--- config.mk ---
export PLATFORM = sky130hd
export DESIGN_NAME = seq_pattern_tx
export DESIGN_NICKNAME = d
export VERILOG_FILES = /design/src/rtl/seq_pkg.sv /design/src/rtl/seq_rot_shreg.sv /design/src/rtl/seq_pattern_tx.sv
export SDC_FILE = /design/constraint.sdc
export NUM_CORES = 1
export LEC_CHECK = 0
export BUFFER_PORTS_ARGS = -buffer_cell sky130_fd_sc_hd__clkbuf_2
export CAP_MARGIN = 20
export CORE_ASPECT_RATIO = 0.8
export CORE_MARGIN = 2
export CORE_UTILIZATION = 57
export DETAILED_ROUTE_END_ITERATION = 10
export GPL_TIMING_DRIVEN = 0
export MAX_ROUTING_LAYER = met4
export PLACE_DENSITY = 0.81
export SYNTH_ARGS = -nofsm -noshare
export SYNTH_HDL_FRONTEND = slang
export SYNTH_SLANG_ARGS = --single-unit
--- constraint.sdc ---
create_clock -name clk_i -period 3.4 [get_ports clk_i]
set_clock_uncertainty 0.2 [all_clocks]
set_input_delay 0.34 -clock clk_i [delete_from_list [all_inputs] [get_ports clk_i]]
set_output_delay 0.34 -clock clk_i [all_outputs]
set_load 0.02 [all_outputs]
--- src/rtl/seq_pkg.sv ---
// rtl/seq_pkg.sv - shared types and constants for the serial sequence path
package seq_pkg;

  typedef enum logic [1:0] {
    IDLE  = 2'd0,
    SHIFT = 2'd1,
    DONE  = 2'd2
  } seq_tx_state_t;

  localparam logic [3:0] DEFAULT_PATTERN = 4'b0110;
  localparam logic       IDLE_LEVEL      = 1'b1;

endpackage

--- src/rtl/seq_rot_shreg.sv ---
// rtl/seq_rot_shreg.sv - parallel-load rotate-left register with MSB tap
module seq_rot_shreg #(
  parameter int PAT_W = 4
) (
  input  logic             clk_i,
  input  logic             n_rst_i,
  input  logic             load_i,
  input  logic [PAT_W-1:0] data_i,
  input  logic             rot_i,
  output logic             msb_o
);

  logic [PAT_W-1:0] r_shreg;

  // Load has priority over rotate; rotation keeps the pattern for the next repetition.
  always_ff @(posedge clk_i or negedge n_rst_i) begin
    if (!n_rst_i) begin
      r_shreg <= '0;
    end else if (load_i) begin
      r_shreg <= data_i;
    end else if (rot_i) begin
      r_shreg <= {r_shreg[PAT_W-2:0], r_shreg[PAT_W-1]};
    end
  end

  assign msb_o = r_shreg[PAT_W-1];

endmodule

--- src/rtl/seq_pattern_tx.sv ---
// rtl/seq_pattern_tx.sv - serial pattern transmitter, MSB first, repeated frames
module seq_pattern_tx
  import seq_pkg::*;
#(
  parameter int               PAT_W       = 4,
  parameter int               CNT_W       = 8,
  parameter logic [PAT_W-1:0] DEF_PATTERN = PAT_W'(DEFAULT_PATTERN)
) (
  input  logic             clk_i,
  input  logic             n_rst_i,
  input  logic             start_i,
  input  logic             abort_i,
  input  logic             use_def_i,
  input  logic [PAT_W-1:0] pattern_i,
  input  logic [CNT_W-1:0] repeat_i,
  output logic             data_o,
  output logic             valid_o,
  output logic             frame_o,
  output logic             busy_o,
  output logic             done_o
);

  localparam int             BW       = (PAT_W > 1) ? $clog2(PAT_W) : 1;
  localparam logic [BW-1:0]  LAST_BIT = BW'(PAT_W - 1);

  seq_tx_state_t r_state, w_state_nxt;

  logic [BW-1:0]    r_bit, w_bit_nxt;
  logic [CNT_W-1:0] r_rep, w_rep_nxt;
  logic             r_data, r_valid, r_frame, r_busy, r_done;
  logic             w_data_nxt, w_valid_nxt, w_frame_nxt, w_busy_nxt, w_done_nxt;

  logic [PAT_W-1:0] w_pat;
  logic [PAT_W-1:0] w_load_val;
  logic [CNT_W-1:0] w_rep_load;
  logic             w_load, w_rot, w_msb, w_last;

  assign w_pat      = use_def_i ? DEF_PATTERN : pattern_i;
  // The MSB goes straight into the output flop on accept, so the register
  // starts one rotation ahead and its tap always holds the next bit to send.
  assign w_load_val = {w_pat[PAT_W-2:0], w_pat[PAT_W-1]};
  assign w_rep_load = (repeat_i == '0) ? CNT_W'(1) : repeat_i;
  assign w_last     = (r_bit == LAST_BIT) && (r_rep == CNT_W'(1));

  seq_rot_shreg #(.PAT_W(PAT_W)) u_shreg (
    .clk_i   (clk_i),
    .n_rst_i (n_rst_i),
    .load_i  (w_load),
    .data_i  (w_load_val),
    .rot_i   (w_rot),
    .msb_o   (w_msb)
  );

  // State, counters and output flops.
  always_ff @(posedge clk_i or negedge n_rst_i) begin
    if (!n_rst_i) begin
      r_state <= IDLE;
      r_bit   <= '0;
      r_rep   <= '0;
      r_data  <= IDLE_LEVEL;
      r_valid <= 1'b0;
      r_frame <= 1'b0;
      r_busy  <= 1'b0;
      r_done  <= 1'b0;
    end else begin
      r_state <= w_state_nxt;
      r_bit   <= w_bit_nxt;
      r_rep   <= w_rep_nxt;
      r_data  <= w_data_nxt;
      r_valid <= w_valid_nxt;
      r_frame <= w_frame_nxt;
      r_busy  <= w_busy_nxt;
      r_done  <= w_done_nxt;
    end
  end

  // Next state, counter updates and next output values; abort forces idle.
  always_comb begin
    w_state_nxt = r_state;
    w_bit_nxt   = r_bit;
    w_rep_nxt   = r_rep;
    w_data_nxt  = IDLE_LEVEL;
    w_valid_nxt = 1'b0;
    w_frame_nxt = 1'b0;
    w_busy_nxt  = 1'b0;
    w_done_nxt  = 1'b0;
    w_load      = 1'b0;
    w_rot       = 1'b0;
    if (abort_i) begin
      w_state_nxt = IDLE;
    end else begin
      case (r_state)
        IDLE: begin
          if (start_i) begin
            w_state_nxt = SHIFT;
            w_load      = 1'b1;
            w_bit_nxt   = '0;
            w_rep_nxt   = w_rep_load;
            w_data_nxt  = w_pat[PAT_W-1];
            w_valid_nxt = 1'b1;
            w_frame_nxt = 1'b1;
            w_busy_nxt  = 1'b1;
          end
        end
        SHIFT: begin
          w_busy_nxt = 1'b1;
          if (w_last) begin
            w_state_nxt = DONE;
            w_done_nxt  = 1'b1;
          end else begin
            w_rot       = 1'b1;
            w_data_nxt  = w_msb;
            w_valid_nxt = 1'b1;
            if (r_bit == LAST_BIT) begin
              w_bit_nxt   = '0;
              w_rep_nxt   = r_rep - CNT_W'(1);
              w_frame_nxt = 1'b1;
            end else begin
              w_bit_nxt = r_bit + BW'(1);
            end
          end
        end
        DONE: begin
          w_state_nxt = IDLE;
        end
        default: begin
          w_state_nxt = IDLE;
        end
      endcase
    end
  end

  assign data_o  = r_data;
  assign valid_o = r_valid;
  assign frame_o = r_frame;
  assign busy_o  = r_busy;
  assign done_o  = r_done;

endmodule

## Word-level counts from Yosys, hierarchy flattened

Cells that the tools add are included.

| operators by class | value |
|---|---|
| $add $sub $neg | 2 |
| multiplexer cells | 37 |
| bitwise gates (word level) | 1 |
| reduce and logical (&&, ||, !) cells | 8 |
| equality and inequality tests | 8 |

Operators by type and width:

| cell | number |
|---|---|
| $mux 8 | 4 |
| $mux 1 | 17 |
| $pmux 8 s2 | 1 |
| $mux 2 | 6 |
| $mux 4 | 3 |
| $eq 8x1->1 const B | 1 |
| $logic_not 8->1 | 1 |
| $pmux 1 s2 | 4 |
| $pmux 2 s2 | 2 |
| $sub 8x1->8 const B | 1 |
| $ne 2x2->1 const B | 3 |
| $ne 3x3->1 const B | 2 |
| $reduce_and 5->1 | 1 |
| $reduce_and 4->1 | 1 |
| $reduce_bool 2->1 | 2 |
| $add 2x1->2 const B | 1 |
| $eq 2x1->1 const B | 1 |
| $eq 2x2->1 const B | 1 |
| $logic_not 2->1 | 1 |
| $reduce_and 2->1 | 1 |
| $logic_and 1x1->1 | 1 |
| $not 1->1 | 1 |

| storage, ports and cells | value |
|---|---|
| bits of input ports | 17 |
| register bits after elaboration | 21 |

## Longest topological paths before layout

Gate-level depths: netlist (run 1).

| logic depth | value |
|---|---|
| depth in word-level cells | 7 |
| depth in mapped cells | 7 |

## Cells and area by module

From an unflattened synthesis (run 1), not the netlist that was laid out.

| unflattened totals | value |
|---|---|
| cell total of the unflattened synthesis | 117 |
| area, all modules | 1167.4 um2 |

By module, submodules not included:

| module | cells each | area each (um2) | seq. area each (um2) | times used |
|---|---|---|---|---|
| seq_pattern_tx | 100 | 980.9 | 426.7 | 1 |
| seq_rot_shreg | 17 | 186.4 | 100.1 | 1 |

## Worst setup path after synthesis (run 1)

OpenSTA, ideal clock, no wires.

| timing path | value |
|---|---|
| path type | flip-flop to flip-flop |
| start point | reg r_rep[0] |
| end point | reg u_shreg.r_shreg[0] |
| path buffers | 0 |
| path slack | 1597 ps |
| arrival time | 1485 ps |
| cell stages (with the launch flop) | 6 |
| cell sequence | dfrtp_1 > ha_1 > nor4b_4 > a311o_2 > a2bb2oi_4 > o21a_1 |

| between the ends | value |
|---|---|
| word-level cells in the longest chain between the ends | 6 |

RTL lines:

| what | RTL line | source |
|---|---|---|
| start: declaration | seq_pattern_tx.sv:29 | `logic [CNT_W-1:0] r_rep, w_rep_nxt;` |
| start signal: assignment | seq_pattern_tx.sv:68 | `r_rep <= w_rep_nxt;` |
| $eq 8x1->1 | seq_pattern_tx.sv:43 | `assign w_last = (r_bit == LAST_BIT) && (r_rep == CNT_W'(1));` |
| $logic_and 1x1->1 | seq_pattern_tx.sv:43 |  |
| $mux 1 | seq_pattern_tx.sv:107 | `if (w_last) begin` |
| $mux 1 | seq_pattern_tx.sv:92 | `case (r_state)` |
| $mux 1 | seq_pattern_tx.sv:89 | `if (abort_i) begin` |
| $reduce_bool 2->1 (no source line) | - |  |
| end signal: assignment | seq_rot_shreg.sv:20 | `r_shreg <= data_i;` |
| end signal: assignment | seq_rot_shreg.sv:22 | `r_shreg <= {r_shreg[PAT_W-2:0], r_shreg[PAT_W-1]};` |
| end: declaration | seq_rot_shreg.sv:13 | `logic [PAT_W-1:0] r_shreg;` |

No other way between the ends.
A chain may end at the register's enable or synchronous reset.

## Final worst setup path (run 1)

| timing path | value |
|---|---|
| start point | reg r_rep[1] |
| end point | reg r_rep[0] |

| between the ends | value |
|---|---|
| word-level cells in the longest chain between the ends | 4 |

RTL lines:

| what | RTL line |
|---|---|
| $eq 8x1->1 | seq_pattern_tx.sv:43 |
| $logic_and 1x1->1 | seq_pattern_tx.sv:43 |
| $ne 2x2->1 (no source line) | - |
| $reduce_and 5->1 (no source line) | - |

No other way between the ends.

==> results.cfg, run 1 <==
[power]
power.density_nw_per_um2 = 520
combPwrFrac_pct = 30.1
p_seq_share_pct = 52.8
peakVddDrop_mv = 0.385
power_mw = 0.687
p_leak_nw = 0.599
clkPwrFrac_pct = 17.1
switching_share_pct = 35.4
switchingPower_mw = 0.243
p_int_mw = 0.444

[status]
outcome = finished, final reports clean

[synthesis]
muxShareOfSynthArea_pct = 0
ys_warn_count = 0
synth-simple-area-share_pct = 20.4
yosys.area_share.xor_xnor_pct = 0
synthesis.instances = 114
synthAdderAreaFrac_pct = 3.27
syn_avg_cell_area_um2 = 10.1
syn-num-nets = 134
synth_top_family_by_area = compound AO/OA/AOI/OAI gates
synth.distinct_cells = 39
ys_seq_area_share_pct = 45.9
synth_seq_cells = 21
syn_area_um2 = 1150
synth-compound-area-share_pct = 26.4

[final_layout]
fin_nets = 161
synthToLayoutAreaGrowth_pct = 15.0
drive_above_1_share_pct = 26.4
diodes = 0
layout_commonest_cell = clkbuf_2
fillers = 155
final_cell_mix = 21 x clkbuf_2, 20 x dfrtp_1, 14 x a21oi_1, 12 x nand2_1, 6 x nor3_1

[clocking]
cts_tree = done
clkSinkCount = 21
cts_root_buf = clkbuf_4
clk_pin_slew_ns = 0.11
insertion_delay_ns = 0.31
cts_buffer_depth = 2
cts_buffers = 3
htreeDepth = 1
cts_resized = 0

[floorplanning]
die_area_um2 = 2390
core_um2 = 1890
die-height_um = 44.1
io_pins = 22
rows = 14
initial_core_util_pct = 60.6
die_w_um = 54.2

[place]
hpwl_um = 1860
gp_congestion = 0.835
io_buffers = 21

[route]
vias = 1026
drtIter0Drc = 43
wl_um = 2490
via_per_inst = 6.26
ant_nets = 0
detail_route.wl_per_cell_um = 15.2
drc = 0
first_pass_iters = 6

[grt]
busiest_layer = met2
grt_pass1_vias = 942
grtUsageTotal_pct = 25.3
met3_usage_pct = 6.42
use_met1_pct = 31.1
grt_pass1_wl_um = 4130
antenna_found_initial = 0
met2_usage_pct = 39.3
grt_max_degree = 22
gr-total-overflow = 0

[hold_path]
hold_class = input port to flip-flop

[timing]
tns_ns = 0
slew_headroom_pct = 56.6
drv_slew = 0
hold_viol = 0
layout_min_cycle_time_ns = 2.05
period_share_pct = 60.3
rsz0062_at_grt = no
setup_viol = 0
max_freq_ghz = 0.488
worst_slew_pin_slew_ns = 0.649

[critical_path]
start_kind = flip-flop
path_class = flip-flop to flip-flop
critPathMaxFanout = 8
endpoint_kind = flip-flop
required_ns = 3.41
crit_arrival_ns = 2.05

[flow_run]
max-cap-violations = 0
-- power by group through the flow --
stage | Clock [mW] | Sequential, mW | Combinational (mW)
global placement | 0 | 0.363 | 0.197
finish | 0.118 | 0.363 | 0.207
CTS | 0.122 | 0.361 | 0.206
floorplan | 0 | 0.358 | 0.149
detailed placement | 0 | 0.367 | 0.204
global route | 0.136 | 0.371 | 0.230
-- worst max-delay path, cell delays in order (launching register included) --
cell,delay (ns)
dfrtp_1,0.43
inv_1,0.14
ha_1,0.16
nor4b_4,0.34
a21oi_2,0.19
nor2_2,0.16
inv_2,0.11
a22o_1,0.21
-- flip-flops by register name (all words and copies together), names as in the netlist --
name and cells:
busy_o 1, data_o 1, done_o 1, frame_o 1, r_bit 2, r_rep 8
r_state 2, u_shreg.r_shreg 4, valid_o 1
-- cells in the mapped netlist --
cell type  count  area share [%]
dfrtp_1       20              44
a21oi_1       14             6.1
nand2_1       12             3.9
nor3_1         6             2.6
inv_1          5             1.6
nor2_1         5             1.6
o21ai_0        5             2.2
nand3_1        4             1.7
o22ai_1        4             2.2
ha_1           3             3.3
a22o_1         2             1.5
a22oi_1        2             1.3
a2bb2oi_1      2             1.5
clkbuf_1       2            0.65
nand4_1        2             1.1
nor4_1         2             1.1
nor4b_4        2             4.1
a21o_2         1            0.76
a21oi_2        1            0.76
a2bb2oi_4      1             2.3
a311o_2        1            0.98
a311oi_1       1            0.76
a31oi_1        1            0.55
buf_2          1            0.44
buf_6          1            0.98
dfstp_2        1             2.3
inv_2          1            0.33
nand2b_1       1            0.55
nand4bb_1      1            0.98
nor2_2         1            0.55
nor2b_1        1            0.55
nor3b_1        1            0.65
o21a_1         1            0.65
o221ai_1       1            0.76
o2bb2a_4       1             1.7
o2bb2ai_1      1            0.76
o32ai_1        1            0.76
o41ai_1        1            0.76
or4b_1         1            0.87
-- what timing repair did --
item                      4_1_cts  5_1_grt
hold buffers                    1        0
hold endpoints to repair       20        0
buffers inserted                0        0
-- path summary, 6_finish.rpt --
kind	slack, ns	endpoint	cells past startpoint	from
worst max-delay path	1.35	r_rep[0]	7	r_rep[1]
worst min-delay path	0.07	data_o	3	pattern_i[3]
worst min register to register	0.31	u_shreg.r_shreg[0]	1	u_shreg.r_shreg[0]
min in group asynchronous	0.31	done_o	2	n_rst_i
worst max register to register	1.35	r_rep[0]	7	r_rep[1]
max in group asynchronous	2.33	data_o	2	n_rst_i
-- layout make-up --
cell class | count | area, um2 | area share [%]
Buffer | 4 | 23.8 | 1.80
Clock buffer | 3 | 22.5 | 1.71
Clock inverter | 1 | 5.00 | 0.379
Inverter | 6 | 22.5 | 1.71
Multi-Input combinational cell | 83 | 574 | 43.5
Sequential cell | 21 | 527 | 39.9
Tap cell | 24 | 30.0 | 2.27
Timing Repair Buffer | 22 | 115 | 8.72
-- routing by layer --
layer | share of wire [%] | wire, um | vias up
met4 | 2.1 | 53 | 0
met5 | 0 | 0 | -
met2 | 48 | 1190 | 38
li1 | - | - | 487
met3 | 6.2 | 155 | 7
met1 | 44 | 1090 | 494
-- logic make-up (layout without fill, tap and decap cells) --
kind of cell | count (synthesis) | count (layout)
AO/OA/AOI/OAI | 41 | 41
buffers and inverters | 10 | 36
adder cells (fa/ha/maj) | 3 | 3
flip-flops | 21 | 21
AND/OR/NAND/NOR | 39 | 39
-- through the flow --
step	hold WS [ns]	util, %	instance area (um2)	worst slack [ns]	std cells
after global placement	0.125	67.8	1280	1.45	159
after global routing	0.0672	69.8	1320	1.27	164
final	0.0704	69.8	1320	1.35	164
after floorplan	-0.156	-	1150	1.60	114
after CTS	0.0586	69.8	1320	1.39	164
after detailed placement	0.128	67.8	1280	1.42	159
Power figures use the tool's default switching activity.
==> run 2, diff against run 1 <==
--- a/config.mk
+++ b/config.mk
@@ -5,15 +5,16 @@
 export SDC_FILE = /design/constraint.sdc
 export NUM_CORES = 1
 export LEC_CHECK = 0
+export ABC_AREA = 1
 export BUFFER_PORTS_ARGS = -buffer_cell sky130_fd_sc_hd__clkbuf_2
 export CAP_MARGIN = 20
 export CORE_ASPECT_RATIO = 0.8
 export CORE_MARGIN = 2
-export CORE_UTILIZATION = 57
+export CORE_UTILIZATION = 55
 export DETAILED_ROUTE_END_ITERATION = 10
 export GPL_TIMING_DRIVEN = 0
 export MAX_ROUTING_LAYER = met4
-export PLACE_DENSITY = 0.81
+export PLACE_DENSITY = 0.77
 export SYNTH_ARGS = -nofsm -noshare
 export SYNTH_HDL_FRONTEND = slang
 export SYNTH_SLANG_ARGS = --single-unit
==> constraint.sdc (replaced) <==
create_clock -name clk_i -period 1.9 [get_ports clk_i]
set_clock_uncertainty 0.2 [all_clocks]
set_input_delay 0.19 -clock clk_i [delete_from_list [all_inputs] [get_ports clk_i]]
set_output_delay 0.19 -clock clk_i [all_outputs]
set_load 0.02 [all_outputs]
==> results.cfg, run 2 <==
[status]
outcome = finished, final reports clean

[place]
place_area_um2 = 1410
gp_congestion = 0.831
hpwl_um = 2080
io_buffers = 21

[grt]
antenna_found_initial = 0
grt_pass1_vias = 970
grt_pass1_wl_um = 4310
grtUsageTotal_pct = 21.9
grt_max_degree = 22
gr-total-overflow = 0

[final_layout]
layout_commonest_cell = nand2_1
utilization_pct = 66.8
final_cell_mix = 48 x nand2_1, 27 x nand3_1, 21 x clkbuf_2, 20 x dfrtp_1, 17 x inv_1
diodes = 0
final_area_um2 = 1450
largest_register_ffs = 8
drive_above_1_share_pct = 22.3
regMostFlops = r_rep
largestRegisters = r_rep x8, u_shreg.r_shreg x4
fin_nets = 214
fillers = 192
synthToLayoutAreaGrowth_pct = 14.4

[route]
drc = 0
first_pass_iters = 4
drtIter0Drc = 30
ant_nets = 0
detail_route.wl_per_cell_um = 12.1
wl_um = 2630
vias = 1182
via_per_inst = 5.42

[timing]
rsz0062_at_grt = no
worst_slew_pin_slew_ns = 0.486
setup_viol = 0
holdWs_ns = 0.00276
slew_headroom_pct = 67.6
max_freq_ghz = 0.584
period_share_pct = 90.2
drv_slew = 0
tns_ns = 0
layout_min_cycle_time_ns = 1.71
hold_viol = 0

[power]
p_leak_nw = 0.770
peakVddDrop_mv = 0.639
power.density_nw_per_um2 = 913
combPwrFrac_pct = 36.3
p_int_mw = 0.810
clkPwrFrac_pct = 15.8
switchingPower_mw = 0.518
p_seq_share_pct = 47.9
switching_share_pct = 39.0

[flow_run]
max-cap-violations = 0

[critical_path]
critical_path.top_delay_family = simple AND/OR/NAND/NOR gates
required_ns = 1.90
path_common_cell = nand2_1
max_stage_delay_ns = 0.41
start_kind = flip-flop
path_class = flip-flop to flip-flop
reg2reg_slack_ns = 0.19
endpoint_kind = flip-flop
slowest_stage = dfrtp_1
critPathMaxFanout = 10
path_cells = inv_1, ha_1, nand4_4, nand3_4, nand2_4, buf_6, nand2_1, nand2_1
crit_arrival_ns = 1.71
crit_buf_inv = 2

[clocking]
clkSinkCount = 21
insertion_delay_ns = 0.30
cts_tree = done
clk_pin_slew_ns = 0.11
post_cts_buffers = 0
htreeDepth = 1
cts_resized = 0
cts_buffers = 3
cts_buffer_depth = 2
cts_root_buf = clkbuf_4

[synthesis]
synth_area_leader_cell = dfrtp_1
synthesis.instances = 166
ys.flop_type = dfrtp_1
synth.most_common_cell = nand2_1
synth_top_area_share_pct = 39.4
synth_area_leaders = dfrtp_1 39%, nand2_1 14%, nand3_1 11%
syn-num-nets = 186
syn_avg_cell_area_um2 = 7.66
syn_area_um2 = 1270
synth_seq_cells = 21
synth.distinct_cells = 28
synth_edf_count = 0
ys_seq_area_share_pct = 41.4
synthArstFlopShare_pct = 100
synthTopCellsByCount = 48 x nand2_1, 27 x nand3_1, 20 x dfrtp_1
ys_warn_count = 0

[floorplanning]
die_area_um2 = 2710
rows = 15
die-height_um = 47
io_pins = 22
die_w_um = 57.8
core_um2 = 2180
initial_core_util_pct = 58.4

[hold_path]
hold_class = input port to flip-flop
## run 2: cell types whose count changed after synthesis, moves of 3 or more
cell | before | now
a21oi_1 | 14 | 1
nand2_1 | 12 | 48
inv_1 | 5 | 17
nor2_1 | 5 | 15
o22ai_1 | 4 | 1
o21ai_1 | 0 | 3
nand3_1 | 4 | 27
nor3_1 | 6 | 1
## run 2: through the flow
stage | setup WS [ns] | std cells | power, mW
detailed placement | 0.205 | 212 | 1.12
finish | 0.186 | 218 | 1.33
global route | 0.109 | 218 | 1.43
floorplan | 0.365 | 166 | 0.990
CTS | 0.189 | 218 | 1.33
global placement | 0.252 | 212 | 1.09
## run 2: layer usage
| layer | GRT usage [%] | up-vias | share of wire (%) |
|---|---|---|---|
| li1 | - | 590 | - |
| met1 | 29.1 | 571 | 48 |
| met2 | 35.5 | 19 | 48 |
| met3 | 4.96 | 2 | 4.1 |
| met4 | 3.26 | 0 | 0.19 |
| met5 | - | - | 0 |
## run 2: path summary, 6_finish.rpt
check | from | end | depth (start not counted)
worst max-delay path | r_rep[1] | r_rep[0] | 8
worst min-delay path | repeat_i[6] | r_rep[6] | 5
worst max register to register | r_rep[1] | r_rep[0] | 8
worst min register to register | u_shreg.r_shreg[2] | u_shreg.r_shreg[2] | 2
max in group asynchronous | n_rst_i | data_o | 2
min in group asynchronous | n_rst_i | u_shreg.r_shreg[3] | 2
## run 2: final cells by class
type / count / area, um2 / area share [%]
flip-flops and latches: 21 / 527 / 36.2
multi-input cells: 123 / 648 / 44.6
plain buffers: 4 / 28.8 / 1.98
inverters: 18 / 67.6 / 4.65
clock buffers: 4 / 26.3 / 1.81
well taps: 25 / 31.3 / 2.15
repair buffers: 23 / 125 / 8.61
## run 2: cells by family after synthesis
logic type / Yosys count / share of synthesized area (%)
AND/OR/NAND/NOR: 105 / 40.2
buffers and inverters: 22 / 7.58
flip-flops: 21 / 41.4
AO/OA/AOI/OAI: 15 / 7.87
adder cells (fa/ha/maj): 3 / 2.95
## run 2: worst register-to-register path: stages, from the launching register on
cell and delay (ns):
dfrtp_1 0.41, inv_1 0.13, ha_1 0.21, nand4_4 0.18
nand3_4 0.16, nand2_4 0.06, buf_6 0.14, nand2_1 0.07
nand2_1 0.06
## run 2: power by group through the flow
stage                     clock (mW)  combinational [mW]  sequential (mW)
after floorplan                    0               0.358            0.632
after global placement             0               0.457            0.635
after detailed placement           0               0.479            0.643
after CTS                      0.213               0.483            0.634
after global routing           0.237               0.547            0.650
final                          0.210               0.483            0.635
## run 2: what timing repair did
action,CTS,global route
endpoints found under the hold margin,22,0
endpoints found under the setup margin,0,0
hold buffers,2,0
==> run 3, diff against run 2 <==
--- a/config.mk
+++ b/config.mk
@@ -15,6 +15,7 @@
 export GPL_TIMING_DRIVEN = 0
 export MAX_ROUTING_LAYER = met4
 export PLACE_DENSITY = 0.77
+export SETUP_SLACK_MARGIN = 0.5
 export SYNTH_ARGS = -nofsm -noshare
 export SYNTH_HDL_FRONTEND = slang
 export SYNTH_SLANG_ARGS = --single-unit
==> results.cfg, run 3 (synthesis gave the netlist of run 2 again) <==
[place]
io_buffers = 21
dp.cells = 212
hpwl_um = 1970
gp_congestion = 0.823

[route]
detail_route.wl_per_cell_um = 14.3
drtIter0Drc = 95
via_per_inst = 5.44
ant_nets = 0
drc = 0
first_pass_iters = 4
vias = 1290
wl_um = 3380

[critical_path]
cp_num_cells = 8
path_class = flip-flop to flip-flop
reg2reg_depth = 8
endpoint_kind = flip-flop
r2r_start = r_rep[0]
regToRegEndpoint = r_rep[5]
crit_buf_inv = 2
required_ns = 1.91
start_kind = flip-flop
critical_path.top_delay_family = simple AND/OR/NAND/NOR gates
path_common_cell = nand2_1
crit_arrival_ns = 1.56
slowest_stage = dfrtp_1
crit_start = r_rep[0]
max_stage_delay_ns = 0.41
endpoint = r_rep[5]
path_cells = buf_6, ha_4, nand4_4, nand3_4, nand2_4, buf_8, nand2_1, nand2_1
critPathMaxFanout = 5
reg2reg_slack_ns = 0.34

[clocking]
clk_pin_slew_ns = 0.14
clkSinkCount = 21
cts_root_buf = clkbuf_4
cts_buffers = 3
cts_buffer_depth = 2
htreeDepth = 1
insertion_delay_ns = 0.32
cts_tree = done

[final_layout]
drive_above_1_share_pct = 35.8
final_cell_mix = 45 x nand2_1, 25 x nand3_1, 20 x clkbuf_2, 17 x dfrtp_1, 16 x inv_1
layout_commonest_cell = nand2_1
layout.cells.non_filler = 237
fin_nets = 233
synthToLayoutAreaGrowth_pct = 37.3
fillers = 149
largest_register_ffs = 8
largestRegisters = r_rep x8, u_shreg.r_shreg x4
diodes = 0
regMostFlops = r_rep

[timing]
hold_viol = 0
layout_min_cycle_time_ns = 1.56
worst_slew_pin_slew_ns = 0.543
slew_headroom_pct = 63.8
drv_slew = 0
rsz0062_at_grt = yes
setup_viol = 0
period_share_pct = 81.9
max_freq_ghz = 0.642
tns_ns = 0

[floorplanning]
die_w_um = 57.8
core_um2 = 2180
initial_core_util_pct = 58.4
die-height_um = 47
io_pins = 22
die_area_um2 = 2710
rows = 15

[grt]
gr-total-overflow = 0
antenna_found_initial = 0
grtUsageTotal_pct = 27.2
grt_pass1_wl_um = 5230
grt_max_degree = 22
grt_pass1_vias = 1126

[hold_path]
hold_start = pattern_i[0]
hold_path_depth = 5
hold_class = input port to flip-flop

[power]
p_leak_nw = 0.898
peakVddDrop_mv = 0.673
power.density_nw_per_um2 = 908

[status]
outcome = finished, final reports clean

[flow_run]
max-cap-violations = 0
run 3: cell count changes in the layout (fill, tap and decap cells not counted), sizes merged:
cell and delta:
clkinv +1, clkbuf -2, dlygate4sd3 +4, buf +16
run 3: timing repair:
item | in CTS | in global routing
hold endpoints to repair | 27 | 2
gates cloned | 1 | 0
gates resized for setup | 16 | 13
pin swaps | 5 | 5
hold buffers | 5 | 1
setup endpoints to repair | 19 | 21
buffers inserted | 9 | 5
run 3: how the worst min path moves through the flow:
stage | to | slack, ns
after detailed placement | busy_o | -0.002
after CTS | r_state[1] | -0.09
after global placement | busy_o | -0.01
final | u_shreg.r_shreg[1] | 0.002
after floorplan | busy_o | -0.31
after global routing | r_rep[4] | 0.04
run 3: final cells by class:
type,count,area (um2),share of cell area (%)
Multi-Input combinational cell,123,739,42.4
Sequential cell,21,531,30.4
Timing Repair Buffer,42,315,18.1
Inverter,18,68.8,3.94
Buffer,4,32.5,1.86
Tap cell,25,31.3,1.79
Clock buffer,3,22.5,1.29
Clock inverter,1,5.00,0.287
run 3: through the flow:
stage               utilization [%]  setup slack, ns  hold WS (ns)  power, mW  instance area [um2]
floorplan                         -            0.428        -0.306       1.01                 1290
global placement               65.5            0.305       -0.0113       1.11                 1430
detailed placement             65.5            0.274      -0.00189       1.13                 1430
CTS                            75.6            0.395       -0.0876       1.47                 1650
global route                   80.2            0.295        0.0446       1.69                 1750
finish                         80.2            0.343       0.00229       1.58                 1750
run 3: report_power, final:
part	internal (mW)	leakage (nW)	total, mW	switching (mW)
Combinational	0.335	0.616	0.723	0.389
Clock	0.0788	0.0177	0.229	0.150
Sequential	0.546	0.265	0.632	0.0864
run 3: worst register-to-register path, stage by stage, from the launching register on:
cell     delay [ns]
dfrtp_1        0.41
buf_6          0.12
ha_4           0.13
nand4_4        0.12
nand3_4        0.12
nand2_4        0.08
buf_8          0.14
nand2_1        0.06
nand2_1        0.05
run 3: per-layer routing:
layer	share of wire (%)	wire (um)	vias to the layer above	global-route usage (%)
met5	0	0	-	-
met4	1.7	57	0	6.98
met3	6.8	229	10	6.34
met2	49	1640	56	44.5
met1	43	1450	598	34.4
li1	-	-	626	-
